## src/rtl/clk_mgr_a.sv

```systemverilog
// clk_mgr_a
//
// Purpose:
//   Single-clock "clock manager" that produces clock-enable strobes rather
//   than real clocks. Each strobe channel uses a phase accumulator: every
//   locked cycle the channel adds its increment, and the registered
//   carry-out becomes a one-cycle enable pulse. Over time the pulses average
//   out to the channel's target frequency. A lock counter holds every channel
//   idle for LOCK_CYCLES cycles after reset. Because all channels start
//   accumulating on the same cycle, they begin phase-aligned.
//
// Ports:
//   OSC_IN          - the only clock; all logic runs on its rising edge
//   RST             - synchronous active-high reset
//   OSC_OUT         - registered copy of SYS_CLK_LOCKED (input-rate enable)
//   SYS_CLK_OUT     - enable strobe at SYSCLK_FREQ
//   CLKOUT1..4      - enable strobes at CLKOUT1_FREQ..CLKOUT4_FREQ
//   SYS_CLK_LOCKED  - high once the lock interval has elapsed
module clk_mgr_a #(
  parameter longint INPUT_CLOCK_FREQ = 100_000_000,
  parameter longint SYSCLK_FREQ      = 80_000_000,
  parameter longint CLKOUT1_FREQ     = 80_000_000,
  parameter longint CLKOUT2_FREQ     = 25_000_000,
  parameter longint CLKOUT3_FREQ     = 150_000_000,
  parameter longint CLKOUT4_FREQ     = 250_000_000,
  parameter int     ACC_WIDTH        = 32,
  parameter int     LOCK_CYCLES      = 64,
  parameter         FPGA_FAMILY      = "ZYNQ7000"
) (
  input  logic OSC_IN,
  input  logic RST,
  output logic OSC_OUT,
  output logic SYS_CLK_OUT,
  output logic CLKOUT1,
  output logic CLKOUT2,
  output logic CLKOUT3,
  output logic CLKOUT4,
  output logic SYS_CLK_LOCKED
);

  // The family name is descriptive only. It is referenced here so that it is
  // part of the elaborated design, but it never selects any hardware.
  if (FPGA_FAMILY == '0) begin : gNoFamily
  end

  // Channel 0 is SYS_CLK_OUT. Channels 1..4 are CLKOUT1..CLKOUT4.
  localparam longint FREQ [5] = '{SYSCLK_FREQ, CLKOUT1_FREQ, CLKOUT2_FREQ,
                                  CLKOUT3_FREQ, CLKOUT4_FREQ};

  // INC = floor(F * 2^ACC_WIDTH / INPUT_CLOCK_FREQ).
  // The numerator is computed in 128 bits so that it cannot overflow.
  function automatic logic [ACC_WIDTH-1:0] calcInc(input longint freq);
    logic [127:0] num;
    num = 128'(freq) << ACC_WIDTH;
    return ACC_WIDTH'(num / 128'(INPUT_CLOCK_FREQ));
  endfunction

  localparam int CNT_W = (LOCK_CYCLES > 0) ? $clog2(LOCK_CYCLES + 1) : 1;
  localparam logic [CNT_W-1:0] LOCK_MAX = CNT_W'(LOCK_CYCLES);

  logic [CNT_W-1:0] lockCnt_q, lockCnt_d;
  logic             locked_q, locked_d;
  logic             oscOut_q;
  logic [4:0]       strobes;

  // The lock counter saturates at LOCK_MAX. Lock is set on the same edge
  // at which the counter reaches LOCK_MAX, and it stays set until RST.
  // When LOCK_CYCLES is 0, the counter is already at LOCK_MAX, so lock is
  // set on the first edge after reset is released.
  always_comb begin
    lockCnt_d = lockCnt_q;
    if (lockCnt_q != LOCK_MAX) begin
      lockCnt_d = lockCnt_q + CNT_W'(1);
    end
    locked_d = locked_q | (lockCnt_d == LOCK_MAX);
  end

  always_ff @(posedge OSC_IN) begin
    if (RST) begin
      lockCnt_q <= '0;
      locked_q  <= 1'b0;
      oscOut_q  <= 1'b0;
    end else begin
      lockCnt_q <= lockCnt_d;
      locked_q  <= locked_d;
      oscOut_q  <= locked_q;
    end
  end

  for (genvar g = 0; g < 5; g++) begin : gCh
    localparam longint F = FREQ[g];

    logic strobe_q, strobe_d;

    if (F == 0) begin : gZero
      assign strobe_d = 1'b0;
    end else if (F >= INPUT_CLOCK_FREQ) begin : gSat
      // Saturated channel: it is an enable on every cycle. It follows
      // locked_d so that the strobe rises together with SYS_CLK_LOCKED.
      assign strobe_d = locked_d;
    end else begin : gAcc
      localparam logic [ACC_WIDTH-1:0] INC = calcInc(F);

      logic [ACC_WIDTH-1:0] acc_q, acc_d;
      logic                 carry;

      assign {carry, acc_d} = {1'b0, acc_q} + {1'b0, INC};
      assign strobe_d       = locked_q & carry;

      // The accumulator is held at zero until lock. It first advances on
      // the first cycle in which locked_q is high.
      always_ff @(posedge OSC_IN) begin
        if (RST) begin
          acc_q <= '0;
        end else if (locked_q) begin
          acc_q <= acc_d;
        end else begin
          acc_q <= '0;
        end
      end
    end

    always_ff @(posedge OSC_IN) begin
      if (RST) begin
        strobe_q <= 1'b0;
      end else begin
        strobe_q <= strobe_d;
      end
    end

    assign strobes[g] = strobe_q;
  end

  assign SYS_CLK_LOCKED = locked_q;
  assign OSC_OUT        = oscOut_q;
  assign SYS_CLK_OUT    = strobes[0];
  assign CLKOUT1        = strobes[1];
  assign CLKOUT2        = strobes[2];
  assign CLKOUT3        = strobes[3];
  assign CLKOUT4        = strobes[4];

endmodule

```

## config.mk

```make
export PLATFORM = sky130hd
export DESIGN_NAME = clk_mgr_a
export DESIGN_NICKNAME = d
export VERILOG_FILES = /design/src/rtl/clk_mgr_a.sv
export SDC_FILE = /design/constraint.sdc
export NUM_CORES = 1
export LEC_CHECK = 0
export CAP_MARGIN = 20
export CORE_ASPECT_RATIO = 0.75
export CORE_MARGIN = 2
export CORE_UTILIZATION = 60
export DETAILED_ROUTE_END_ITERATION = 12
export PLACE_DENSITY = 0.78
export SYNTH_ARGS = -nofsm -noshare
export SYNTH_HDL_FRONTEND = slang
export SYNTH_SLANG_ARGS = --single-unit
```

## constraint.sdc

```tcl
create_clock -name OSC_IN -period 3.75 [get_ports OSC_IN]
set_clock_uncertainty 0.2 [all_clocks]
set_input_delay 0.75 -clock OSC_IN [delete_from_list [all_inputs] [get_ports OSC_IN]]
set_output_delay 0.75 -clock OSC_IN [all_outputs]
set_load 0.1 [all_outputs]
```

==> results list <==
* Tightest Pin Transition: 0.9794 ns
- The die covers 0.006479 mm2.
* Worst ir drop on vdd: 0.2268 mV
- The worst setup path is captured at an output pin.
- Reg area: 0.001481 mm2
- Summed over all cells, the static leakage comes to 1.528 nW.
- The H-tree generated during clock tree synthesis spans 3 levels.
- After the last flow step, the layout net total stands at 420.
- Die Ht: 70.21 um
- The congestion estimate from routability-driven global placement came to 0.8196.
- Via count of the first global-routing pass: 2,594
* Horizontal extent of the die: 92.28 um
* Endpoints failing hold: 0
* Initial Utilization: 61.15%
- GRT Overall Usage: 22.62%
- Number of search-and-repair iterations in the first detailed-routing pass: 5
* Path class of the lowest-slack min-delay path: reg -> reg
* Unrepaired setup endpoints after global routing: no
- Global routing finished with a remaining overflow of 0.
* Core ar.: 0.005736 mm2
- Fraction of the yosys area taken by sequential cells: 42.24%
- For the worst-skew pair, the clock arrives at the later sink with an insertion delay of 0.36 ns.
* Critical path arrival: 1.92 ns
- TritonCTS built the clock tree.
- Counting along the longest clock path gives a buffer depth of 2.
- Dividing total power by cell area gives a power density of 371.3 mW/mm2.
* Beginning of the worst register-to-register path: gCh[1].gAcc.acc_q[2]$_SDFF_PP0_
- DP HPWL: 4560 um
- The cell sitting at the root of the clock tree is a clkbuf_8.
- The floorplan has 24 rows.
* Final core occ: 66.56%
- For this run, the number of Yosys warnings is 0.
- Fill cells in the final layout number 471.
* Buf/Inv on CP: 1
- Compared with the post-synthesis result, the final layout area differs by 8.848%.
- The netlist uses 56 different library cells.
- Global-route wire length before repair: 11,740 um
* Worst Path Required: 2.80 ns
- Post-DRT Antenna Nets: 0
- Clk sink count: 74
- The number of setup buffers added after CTS is 0.
- Synthesis handed over a netlist of 408 instances.
* Predominant post-synthesis flop cell: dfxtp_1
- First element of the critical path: CLKOUT4$_SDFF_PP0_
- After synthesis the netlist holds a flip-flop and latch count of 74.
* Async set-reset flop share out of synthesis: 0%
- Largest delay share family, worst path: buffers and inverters
* Final period demand of the worst path: 2.872 ns
- DRC viols: 0
- Port bufs: 8
- Netlist Area Pre-Place: 0.003507 mm2
* Final-report setup violation count: 0
- 1st-iter DRT viols: 220
- Cell at the slowest stage of the critical path: clkdlybuf4s50_1
- The synthesized design contains 0 enable-type register cells.
- Final worst-path cycle share: 76.60%
* Number of placed I/O pins: 9
- The worst setup path is launched from a flop.
- The critical path is of the reg -> out type.
- Biggest fanout along the worst timing path: 4
* Largest net degree at the start of global routing: 48
- In the final routed layout, each cell accounts on average for 13.59 um.
* Average footprint of a synthesized cell: 8.596 um2
- 0 antenna diodes ended up in the layout.
- Multi-input gate area: 0.001911 mm2
- Hold repair after CTS inserted 0 buffers.
- Measured against its own limit, the worst slew margin works out to 34.50%.
- Status: completed
- Cell breakdown of the critical path: clkdlybuf4s50_1
- The worst hold path begins at gCh[2].gAcc.acc_q[30]$_SDFF_PP0_.
- The initial antenna violation count was 0.
- Derived from the worst setup path, the maximum achievable clock frequency is 0.3481 GHz.
- For this block, the routed nets add up to 6713 um of wire.
* Total via count after detailed routing: 2,811
- Final total negative setup slack: 0 ns
- In this design, the stage delay of the slowest critical-path cell is 1.17 ns.
- Using the TritonRoute via totals, the vias-per-cell ratio works out to 5.690.
- After clock tree synthesis, the clock-pin slew on the worst setup and hold paths is 0.06 ns.
* Number of max-cap violations: 0
- Final Max Slew Viols: 0
- When the netlist entered floorplanning its net count stood at 415.
* Share of final-layout standard cells stronger than drive strength 1: 8.654%
* Number of buffers created by CTS: 9
* Quantity of gates resized following cts: 0
[cells in the final DEF, fill, tap and decap left out, drive strengths merged, types with 5 or more instances in the layout]
master / n
a31oi: 5
a21oi: 20
ha: 5
clkdlybuf4s50: 8
clkbuf: 11
nand2: 37
nor4: 6
xor2: 24
nand3: 10
o211ai: 8
a211oi: 12
inv: 12
o21ai: 20
dfxtp: 74
or2: 5
xnor2: 22
nor2: 64
and3: 5
nor3: 12
[power by group]
| part | switching [mW] | internal, mW | total [mW] |
|---|---|---|---|
| clock | 0.276 | 0.334 | 0.610 |
| sequential | 0.00442 | 0.788 | 0.793 |
| combinational | 0.00768 | 0.00672 | 0.0144 |
[cells in the mapped netlist, drive strengths merged, types with 6 or more instances]
library cell	n	area share (%)
a21oi	20	3.0
nand3	10	1.4
a211oi	12	3.0
nor3	12	1.9
buf	11	1.5
o211ai	8	1.7
nor2	64	6.8
nor4	6	1.9
xnor2	22	5.5
nand2	37	4.0
dfxtp	74	42
inv	12	1.3
xor2	24	6.0
o21ai	20	3.0
[flip-flops by register name, summed over array words and instances (netlist names)]
signal          flops
gCh.gAcc.acc_q     62
CLKOUT1             1
CLKOUT2             1
SYS_CLK_OUT         1
OSC_OUT             1
CLKOUT4             1
lockCnt_q           7
[kinds of logic (layout without fill, tap and decap cells)]
kind of cell | count (synthesis) | after routing | synth area share [%]
flip-flops | 74 | 74 | 42.24
AO/OA/AOI/OAI | 96 | 96 | 19.12
XOR/XNOR | 46 | 46 | 11.49
adder cells (fa/ha/maj) | 5 | 5 | 1.784
buffers and inverters | 28 | 36 | 3.353
AND/OR/NAND/NOR | 157 | 157 | 21.44
multiplexers | 2 | 2 | 0.5708
[per-stage QoR]
step                cells  hold slack [ns]  power, mW  worst slack, ns  cell area, um2
floorplan             408           0.1992     0.8210            1.408            3507
global placement      480           0.2107     0.8239           0.6789            3626
detailed placement    480           0.2172     0.8250           0.6209            3626
CTS                   494           0.2268      1.435           0.8620            3817
global route          494           0.2611      1.470           0.8146            3817
finish                494           0.2232      1.417           0.8776            3817
[area by class of cell]
type	instances	area share, %
Tap cell	78	2.557
Clock buffer	11	3.966
Multi-Input combinational cell	306	50.05
Sequential cell	74	38.81
Inverter	13	1.278
Clock inverter	3	1.049
Timing Repair Buffer	9	2.294
[worst paths after layout]
path                                            to  slack (ns)  cells after the start
hold reg to reg   gCh[2].gAcc.acc_q[30]$_SDFF_PP0_        0.22                      1
setup / recovery                    SYS_CLK_LOCKED        0.88                      1
hold / removal    gCh[2].gAcc.acc_q[30]$_SDFF_PP0_        0.22                      1
setup reg to reg  gCh[1].gAcc.acc_q[30]$_SDFF_PP0_        1.37                      7
[per-layer routing]
layer / up-vias / global-route usage, % / part of all wire (%) / routed length [um]
met2: 43 / 34.40 / 44 / 2977
met1: 1319 / 30.59 / 50 / 3362
met3: 11 / 7.120 / 4.2 / 279
met4: 0 / 7.794 / 1.4 / 94
li1: 1438 / - / - / -
met5: - / 0 / 0 / 0
No activity file was read; power rests on OpenSTA's default activity.
